===== config.mk =====
export PLATFORM = sky130hd
export DESIGN_NAME = gnw_frame_compositor
export DESIGN_NICKNAME = d
export VERILOG_FILES = /design/src/rtl/gnw_frame_compositor.sv
export SDC_FILE = /design/constraint.sdc
export NUM_CORES = 1
export LEC_CHECK = 0
export BUFFER_PORTS_ARGS = -buffer_cell sky130_fd_sc_hd__buf_2
export CORE_ASPECT_RATIO = 1.2
export CORE_UTILIZATION = 50
export CTS_CLUSTER_SIZE = 14
export DETAILED_ROUTE_END_ITERATION = 6
export GPL_TIMING_DRIVEN = 0
export MAX_ROUTING_LAYER = met4
export PLACE_DENSITY_LB_ADDON = 0.25
export SYNTH_ARGS = -nofsm -noshare
export SYNTH_HDL_FRONTEND = slang
export SYNTH_SLANG_ARGS = --single-unit
export TNS_END_PERCENT = 30

===== constraint.sdc =====
create_clock -name clk_sys -period 5.4 [get_ports clk_sys]
set_input_delay 0.54 -clock clk_sys [delete_from_list [all_inputs] [get_ports clk_sys]]
set_output_delay 0.54 -clock clk_sys [all_outputs]
set_load 0.02 [all_outputs]

===== src/rtl/gnw_frame_compositor.sv =====
// gnw_frame_compositor: renders emulated LCD segment state into a double-buffered byte-per-pixel framebuffer
// Ports: clk_sys/reset_n clock and async active-low reset; segA/segB/H/Bs live segment lines;
// disp_en/blank render control; rom_img_* image ROM read port; fb_* framebuffer write port;
// fb_page last completed page, frame completion pulse, busy frame in progress.
module gnw_frame_compositor #(
    parameter int          IMG_W    = 720,
    parameter int          IMG_H    = 480,
    parameter int          N_LINES  = 4,
    parameter int          FB_BYTES = 8,
    parameter logic [27:0] FB_PAGE0 = 28'h0000000,
    parameter logic [27:0] FB_PAGE1 = 28'h0060000
) (
    input  logic                  clk_sys,
    input  logic                  reset_n,
    input  logic [15:0]           segA,
    input  logic [15:0]           segB,
    input  logic [N_LINES-1:0]    H,
    input  logic                  Bs,
    input  logic                  disp_en,
    input  logic                  blank,
    output logic [24:0]           rom_img_addr,
    output logic                  rom_img_read,
    input  logic                  rom_img_data_ready,
    input  logic [7:0]            rom_img_data,
    output logic [27:0]           fb_addr,
    output logic [8*FB_BYTES-1:0] fb_data,
    output logic                  fb_req,
    input  logic                  fb_ready,
    output logic                  fb_page,
    output logic                  frame,
    output logic                  busy
);
    localparam int PW = $clog2(IMG_W*IMG_H+1);
    localparam int LW = $clog2(FB_BYTES);
    localparam logic [PW-1:0] P_TOT = PW'(IMG_W*IMG_H);
    typedef enum logic [2:0] {IDLE, MASK_REQ, MASK_WAIT, COLOR_REQ, COLOR_WAIT, PACK, FB_REQ, FB_WAIT} state_t;
    state_t         r_state;
    // Rows beyond N_LINES are never written, so they decode as 0.
    logic [15:0]    r_la [4];
    logic [15:0]    r_lb [4];
    logic [15:0]    r_ra [4];
    logic [15:0]    r_rb [4];
    logic [3:0]     r_ls, r_rs;
    logic [7:0]     r_mask;
    logic [24:0]    r_mask_addr;
    logic [PW-1:0]  r_pix;
    logic [LW-1:0]  r_lane;
    logic           r_wpage;
    logic [1:0]     w_hrow;
    logic [2:0]     w_hcnt;
    logic           w_on;
    logic [LW-1:0]  w_lane_nx;
    logic [PW-1:0]  w_pix_nx;
    always_comb begin
        w_hrow = '0;
        w_hcnt = '0;
        for (int i = 0; i < N_LINES; i++)
            if (H[i]) begin
                w_hrow = 2'(i);
                w_hcnt = w_hcnt + 3'd1;
            end
    end
    assign w_on = !blank && (r_mask[7:6] == 2'd0 ? r_ra[r_mask[1:0]][r_mask[5:2]] :
                             r_mask[7:6] == 2'd1 ? r_rb[r_mask[1:0]][r_mask[5:2]] :
                             r_mask[7:6] == 2'd2 ? r_rs[r_mask[1:0]] : 1'b0);
    assign w_lane_nx = r_lane + 1'b1;
    assign w_pix_nx  = r_pix + 1'b1;
    always_ff @(posedge clk_sys or negedge reset_n) begin
        if (!reset_n) begin
            r_state      <= IDLE;
            for (int i = 0; i < 4; i++) begin
                r_la[i] <= '0;
                r_lb[i] <= '0;
                r_ra[i] <= '0;
                r_rb[i] <= '0;
            end
            r_ls         <= '0;
            r_rs         <= '0;
            r_mask       <= '0;
            r_mask_addr  <= '0;
            r_pix        <= '0;
            r_lane       <= '0;
            r_wpage      <= 1'b0;
            rom_img_addr <= '0;
            rom_img_read <= 1'b0;
            fb_addr      <= FB_PAGE0;
            fb_data      <= '0;
            fb_req       <= 1'b0;
            fb_page      <= 1'b1;
            frame        <= 1'b0;
            busy         <= 1'b0;
        end else begin
            if (w_hcnt == 3'd1) begin
                r_la[w_hrow] <= segA;
                r_lb[w_hrow] <= segB;
                r_ls[w_hrow] <= Bs;
            end
            frame <= 1'b0;
            case (r_state)
                IDLE: begin
                    busy <= disp_en;
                    if (disp_en) begin
                        // Nonblocking copy takes the pre-capture live value.
                        r_ra         <= r_la;
                        r_rb         <= r_lb;
                        r_rs         <= r_ls;
                        rom_img_addr <= '0;
                        r_mask_addr  <= '0;
                        r_pix        <= '0;
                        r_lane       <= '0;
                        fb_data      <= '0;
                        r_wpage      <= ~fb_page;
                        fb_addr      <= fb_page ? FB_PAGE0 : FB_PAGE1;
                        r_state      <= MASK_REQ;
                    end
                end
                MASK_REQ: if (disp_en) begin
                    rom_img_read <= 1'b1;
                    r_state      <= MASK_WAIT;
                end
                MASK_WAIT: if (rom_img_data_ready) begin
                    rom_img_read <= 1'b0;
                    r_mask       <= rom_img_data;
                    r_state      <= COLOR_REQ;
                end
                COLOR_REQ: begin
                    rom_img_addr <= r_mask_addr + (w_on ? 25'd1 : 25'd2);
                    rom_img_read <= 1'b1;
                    r_state      <= COLOR_WAIT;
                end
                COLOR_WAIT: if (rom_img_data_ready) begin
                    rom_img_read              <= 1'b0;
                    fb_data[r_lane*8 +: 8]    <= rom_img_data;
                    r_state                   <= PACK;
                end
                PACK: begin
                    r_lane       <= w_lane_nx;
                    r_pix        <= w_pix_nx;
                    r_mask_addr  <= r_mask_addr + 25'd3;
                    rom_img_addr <= r_mask_addr + 25'd3;
                    // A short final word is flushed with its unused lanes still zero.
                    r_state      <= (w_lane_nx == '0 || w_pix_nx == P_TOT) ? FB_REQ : MASK_REQ;
                end
                FB_REQ: begin
                    fb_req  <= 1'b1;
                    r_state <= FB_WAIT;
                end
                FB_WAIT: if (fb_ready) begin
                    fb_req  <= 1'b0;
                    fb_data <= '0;
                    fb_addr <= fb_addr + 28'(FB_BYTES);
                    r_lane  <= '0;
                    if (r_pix == P_TOT) begin
                        frame   <= 1'b1;
                        fb_page <= r_wpage;
                        r_state <= IDLE;
                    end else begin
                        r_state <= MASK_REQ;
                    end
                end
                default: r_state <= IDLE;
            endcase
        end
    end
endmodule


Word level (Yosys, flattened, before mapping)
Cells that the tools add are included.
{ "totals": {"register_bits": 445, "output_inout_bits": 122, "wordCells": 161} }
{ "classes": {"addsub": 9, "magnitude_cmp": 7, "n_eq_ne": 18, "shifts": 2, "n_mux": 63, "bitwise_logic": 3, "n_reduce_logical": 27} }
{ "ops": {"columns": ["cell", "n"], "rows": [
  ["bitwise mux 64 bit", 3],
  ["2-to-1 mux 64 bit", 3],
  ["one-hot mux 64 bit (3 select lines)", 1],
  ["2-to-1 mux 16 bit", 5],
  ["one-hot mux 25 bit (3 select lines)", 1],
  ["binary-select mux 16 bit (select 2 bit)", 2],
  ["variable shift 8 x 34 -> 64 bit (first input constant)", 1],
  ["indexed part select 8 x 34 -> 64 bit", 1],
  ["2-to-1 mux 28 bit", 2],
  ["one-hot mux 28 bit (2 select lines)", 1],
  ["one-hot mux 25 bit (2 select lines)", 1],
  ["equality test 19 bit (second input constant)", 2],
  ["2-to-1 mux 19 bit", 2],
  ["one-hot mux 19 bit (2 select lines)", 1],
  ["negator 6 -> 34 bit", 1],
  ["2-to-1 mux 3 bit", 11],
  ["demux 16 bit (select 2 bit)", 1],
  ["adder 28 x 4 -> 28 bit (second input constant)", 1],
  ["adder 25 x 2 -> 25 bit", 1],
  ["adder 25 x 2 -> 25 bit (second input constant)", 1],
  ["2-to-1 mux 25 bit", 1],
  ["one-hot mux 3 bit (8 select lines)", 1],
  ["adder 19 x 1 -> 19 bit (second input constant)", 1],
  ["2-to-1 mux 1 bit", 16],
  ["other kinds (35)", 68]
]} }

Longest topological paths before layout
{ "depth": {"ltp_word": 12, "ltp_mapped": 17, "mapped_depth_nobuf": 14} }

Least setup slack after synthesis
No wires, ideal clock.
{ "synth_path": {"path_kind": "reg2reg", "startpoint": "register r_mask[1]", "endpoint": "register rom_img_addr[17]", "setup_time_ns": 0.126, "arrival_ns": 3.762, "t_required_ns": 5.274, "path_slack_ns": 1.512, "stages_incl_launch_ff": 15, "period_less_slack_ns": 3.888, "path_cell_list": "dfrtp_1 clkbuf_1 buf_2 mux4_2 mux4_2 mux2i_1 or2_2 a31o_2 ha_1 a21oi_1 or3b_2 o21ai_0 nand2_1 a21o_1 a221o_1"} }
{ "synth_between": {"elab_chain_cells": 12} }
{ "synth_lines": {"columns": ["item", "line", "text"], "rows": [
  ["from (decl)", "44", "logic [7:0] r_mask;"],
  ["from (signal assigned)", "123", "r_mask <= rom_img_data;"],
  ["NOT 2 -> 3 bit (implied by the code)", "63, 64", null],
  ["binary-select mux 16 bit (select 2 bit)", "64", "r_mask[7:6] == 2'd1 ? r_rb[r_mask[1:0]][r_mask[5:2]] :"],
  ["2-to-1 mux 16 bit (implied by the code) (2 in series)", "64", null],
  ["binary-select mux 1 bit (select 4 bit)", "64", null],
  ["2-to-1 mux 1 bit (implied by the code)", "64", null],
  ["2-to-1 mux 1 bit", "64", null],
  ["2-to-1 mux 1 bit (*)", "63", "assign w_on = !blank && (r_mask[7:6] == 2'd0 ? r_ra[r_mask[1:0]][r_mask[5:2]] :"],
  ["logical AND 1 bit (*)", "63", null],
  ["2-to-1 mux 2 bit (*)", "127", "rom_img_addr <= r_mask_addr + (w_on ? 25'd1 : 25'd2);"],
  ["adder 25 x 2 -> 25 bit (*)", "127", null],
  ["one-hot mux 25 bit (3 select lines) (*)", "99", "case (r_state)"],
  ["to (signal assigned)", "127", null],
  ["to (signal assigned)", "140", "rom_img_addr <= r_mask_addr + 25'd3;"],
  ["to (decl)", "21", "output logic [24:0] rom_img_addr,"]
]} }
Every way passes the cells marked *; elsewhere a longest branch is shown, timed or not. The select of a mux whose other input is x is not followed.
A chain may end at the register's enable or synchronous reset.

Worst setup path in the final report
{ "layout_path": {"startpoint": "register r_mask[3]", "endpoint": "register rom_img_addr[8]"} }
{ "layout_between": {"elab_chain_cells": 8} }
{ "layout_lines": {"columns": ["item", "line"], "rows": [
  ["binary-select mux 1 bit (select 4 bit)", "64"],
  ["2-to-1 mux 1 bit (implied by the code)", "64"],
  ["2-to-1 mux 1 bit", "64"],
  ["2-to-1 mux 1 bit (*)", "63"],
  ["logical AND 1 bit (*)", "63"],
  ["2-to-1 mux 2 bit (*)", "127"],
  ["adder 25 x 2 -> 25 bit (*)", "127"],
  ["one-hot mux 25 bit (3 select lines) (*)", "99"]
]} }
Marks and branches as above.

==> impl_metrics.json <==
{
  "outcome": "finished clean",
  "synthArstFlopShare_pct": 100,
  "crit_path_start_kind": "flip-flop",
  "share_clk_of_total_power_pct": 28.0,
  "fraction_of_power_spent_switching_nets_pct": 34.4,
  "first_pass_iters": 5,
  "multi_input_area_sq_mm": 0.00814,
  "dieArea_sq_mm": 0.0404,
  "synth_simple_gate_area_share_pct": 16.8,
  "netlist_area_sq_mm": 0.0198,
  "finalHoldViolations": 0,
  "postRouteAntennaNets": 0,
  "fin_worst_skew_ns": 0.0110,
  "synth.mux.area_fraction_pct": 12.2,
  "max_clock_freq_mhz": 196,
  "via_density": 5.78,
  "crit_chain": "buf_1 -> clkbuf_2 -> mux4_2 -> mux2i_1 -> a211oi_1 -> o21ai_0 -> a31oi_1 -> ha_1 -> inv_1 -> fa_1 -> nor2_1 -> nand3_1 -> o21ai_0 -> nand2_1 -> a221o_1",
  "routed-via-count": 15254,
  "globalRouteTotalUtil_pct": 27.2,
  "critPathCaptureType": "flip-flop",
  "io-pin-count": 173,
  "yosys_warnings": 0,
  "crit_top_cell": "sky130_fd_sc_hd__o21ai_0",
  "gpl.final_weighted_congestion": 0.896,
  "grt_pass1_vias": 14972,
  "wire_length_of_the_first_global_routing_pass_um": 82800,
  "reg2regPathDepth": 15,
  "final_cell_count_no_fill": 2639,
  "synth-edff-count": 0,
  "rsz0062_at_grt": "no",
  "total_of_hold_buffers_inserted_after_clock_tree_synthesis": 0,
  "routed_wirelength_um": 52200,
  "p_sw_mw": 4.03,
  "die_height_um": 220,
  "final_layout_size_suffix_gt1_share_pct": 21.1,
  "cells_after_synthesis": 1864,
  "maxSlewHeadroom_pct": 11.2,
  "cts.clk_slew.worst_paths_ns": 0.06,
  "worst_hold_margin_ns": 0.0560,
  "setup.worst_path.end": "rom_img_addr[8]$_DFFE_PN0P_",
  "seq_area_frac_synth_pct": 55.9,
  "synth_compound_gate_area_share_pct": 10.1,
  "post-route-drc-count": 0,
  "cts_buffers": 44,
  "critPathTopFamily": "compound AO/OA/AOI/OAI gates",
  "initial_utilization_pct": 50.9,
  "tightestPinTransition_ns": 1.31,
  "areaGrowthSynthToFinish_pct": 16.0,
  "ys_seq_elements": 442,
  "post_cts.repair.setup_buffers": 0,
  "cellPowerDensity_mw_per_mm2": 511,
  "yosys.area_share.adder_pct": 0.923,
  "power.static_leakage_nw": 10.9,
  "data_required_time_of_the_worst_path_ns": 5.84,
  "finalSetupViolCount": 0,
  "clock_tree.htree_level_count": 2,
  "cp.arrival_ns": 5.54,
  "die-width_um": 184,
  "post_synth_num_cell_types": 67,
  "finalWorstPathRequiredPeriod_ns": 5.11,
  "pwr-share-comb_pct": 30.4,
  "ff2ff_setup_slack_ns": 0.29,
  "path_buf_inv": 3,
  "seqCellArea_sq_mm": 0.0111,
  "regToRegStartpoint": "r_mask[3]$_DFFE_PN0P_",
  "layout.filler_cells": 3270,
  "clock_tree_from_tritoncts": "done",
  "startpoint": "r_mask[3]$_DFFE_PN0P_",
  "coreArea_sq_mm": 0.0388,
  "synth_top_family_by_area": "simple AND/OR/NAND/NOR gates",
  "crit_path_top_delay_cell": "sky130_fd_sc_hd__buf_1",
  "total_cell_area_at_the_placement_stage_sq_mm": 0.0214,
  "timing.setup.critical_path_class": "reg2reg",
  "grt_antenna_before_repair": 4,
  "internal_power_mw": 7.70,
  "detailed_place_hpwl_um": 36000,
  "power.sequential.fraction_pct": 41.6,
  "worst_ir_drop_vdd_v": 0.000261,
  "critical_path_cell_count": 15,
  "place.port_buffers": 161,
  "path_max_fanout": 10,
  "report.final.slew_viol_count": 0,
  "avgRoutedWirePerCell_um": 19.8,
  "maxCapViolations": 0,
  "drt_iter0_markers": 1269,
  "place.detailed.instances": 2556,
  "layout_worst_path_cycle_share_pct": 94.5,
  "worst_hold_path_type": "in2async",
  "clock_tree.buffer_depth": 3,
  "synth_top_flop_cell": "sky130_fd_sc_hd__dfrtp_1",
  "final_nets": 2140,
  "synth_xor_xnor_area_share_pct": 1.02,
  "row_count": 79,
  "critical_path.reg2reg.endpoint": "rom_img_addr[8]$_DFFE_PN0P_",
  "maximum_number_of_pins_on_one_net_before_global_route_repair": 128,
  "synth.avg_cell_area_sq_um": 10.6,
  "clock_sink_count": 442,
  "global_route.overflow_total": 0,
  "worstSkewPairLatency_ns": 0.55,
  "final_area_sq_mm": 0.0230,
  "worst_path_largest_cell_delay_ns": 0.58,
  "root_buffer_cell": "sky130_fd_sc_hd__clkbuf_16"
}
cells by family (layout without fill, tap and decap cells):
kind of cell,after synthesis,in the layout
adders and majority gates,14,14
other,1,7
DFF,442,442
and+or+nand+nor,762,762
muxes,180,180
xor gates and xnor gates,23,23
buffers and inverters,150,393
AOI/OAI and AO/OA,292,292
routing by layer:
metal  global-route usage, %  up-vias  part of all wire [%]
met5                       -        -                     0
met4                    9.22        0                   3.0
met3                    3.60      111                   5.2
met2                    45.9      477                    51
met1                    33.7     7704                    41
li1                        -     6962                     -
power groups by stage:
stage,logic [mW],registers [mW],clock network (mW)
finish,3.57,4.87,3.29
CTS,3.57,4.86,3.34
floorplan,2.44,4.80,0
detailed placement,3.57,4.90,0
global placement,3.47,4.86,0
global route,3.91,4.98,3.47
cell usage after synthesis, drive strengths merged (23+ instances only):
library cell  count  share of area, %
nand2           500               9.5
nand4            31              0.98
nor2             78               1.5
a31oi            28              0.89
a22o             57               2.5
nand3            31              0.78
a21oi            44               1.1
o21ai            81               2.0
buf              23              0.61
dfrtp           441                56
clkbuf          105               2.0
mux2            141               8.0
mux4             35               4.0
nor3             28              0.71
what timing repair did:
item,in CTS,in global routing
resized for setup,0,5
cloned,0,0
endpoints found under the setup margin,5,9
layout by cell type, fill, tap and decap left out, drive strengths merged, types with 16 or more instances in the layout:
cell / netlist / layout
nand2: 500 / 500
dfrtp: 441 / 441
buf: 23 / 186
clkbuf: 105 / 175
mux2: 141 / 141
o21ai: 81 / 81
nor2: 78 / 78
a22o: 57 / 57
a21oi: 44 / 44
mux4: 35 / 35
nand3: 31 / 31
nand4: 31 / 31
a31oi: 28 / 28
nor3: 28 / 28
inv: 22 / 22
and3: 22 / 22
xor2: 16 / 16
area by class of cell:
type / count / share of cell area (%)
inverters: 22 / 0.360
multi-input cells: 1274 / 35.5
repair buffers: 164 / 3.91
plain buffers: 127 / 2.25
clock buffers: 70 / 6.19
clock inverters: 10 / 0.714
diodes: 4 / 0.0436
well taps: 526 / 2.87
flip-flops and latches: 442 / 48.2
how the worst min path moves through the flow:
stage / from / slack, ns / to / cells after the start
global route: reset_n / 0.13 / rom_img_addr[14]$_DFFE_PN0P_ / 1
finish: reset_n / 0.06 / r_mask_addr[14]$_DFFE_PN0P_ / 1
CTS: reset_n / 0.08 / r_mask_addr[16]$_DFFE_PN0P_ / 1
detailed placement: r_lb[22]$_DFFE_PN0P_ / 0.45 / r_rb[22]$_DFFE_PN0P_ / 2
global placement: r_lb[34]$_DFFE_PN0P_ / 0.44 / r_rb[34]$_DFFE_PN0P_ / 2
floorplan: reset_n / 0.24 / busy$_DFFE_PN0N_ / 0
per-stage QoR:
step | total power, mW | setup TNS [ns] | setup WS [ns] | util, %
6_report | 11.7 | 0 | 0.294 | 59.1
5_1_grt | 12.4 | 0 | 0.0585 | 59.1
4_1_cts | 11.8 | 0 | 0.0699 | 59.1
3_5_place_dp | 8.46 | -0.289 | -0.0772 | 55.0
3_3_place_gp | 8.33 | -2153.36 | -4.95 | 54.7
2_1_floorplan | 7.24 | 0 | 1.51 | -
state kept, by name, indices dropped and copies added (netlist names), 3 cells and up:
name,count
r_mask,8
rom_img_addr,25
r_mask_addr,25
r_state,3
fb_addr,25
r_rs,4
r_pix,19
r_ls,4
r_rb,64
r_ra,64
r_lane,3
r_la,64
fb_data,64
r_lb,64
Note: power is estimated with default switching activity, not from simulation.
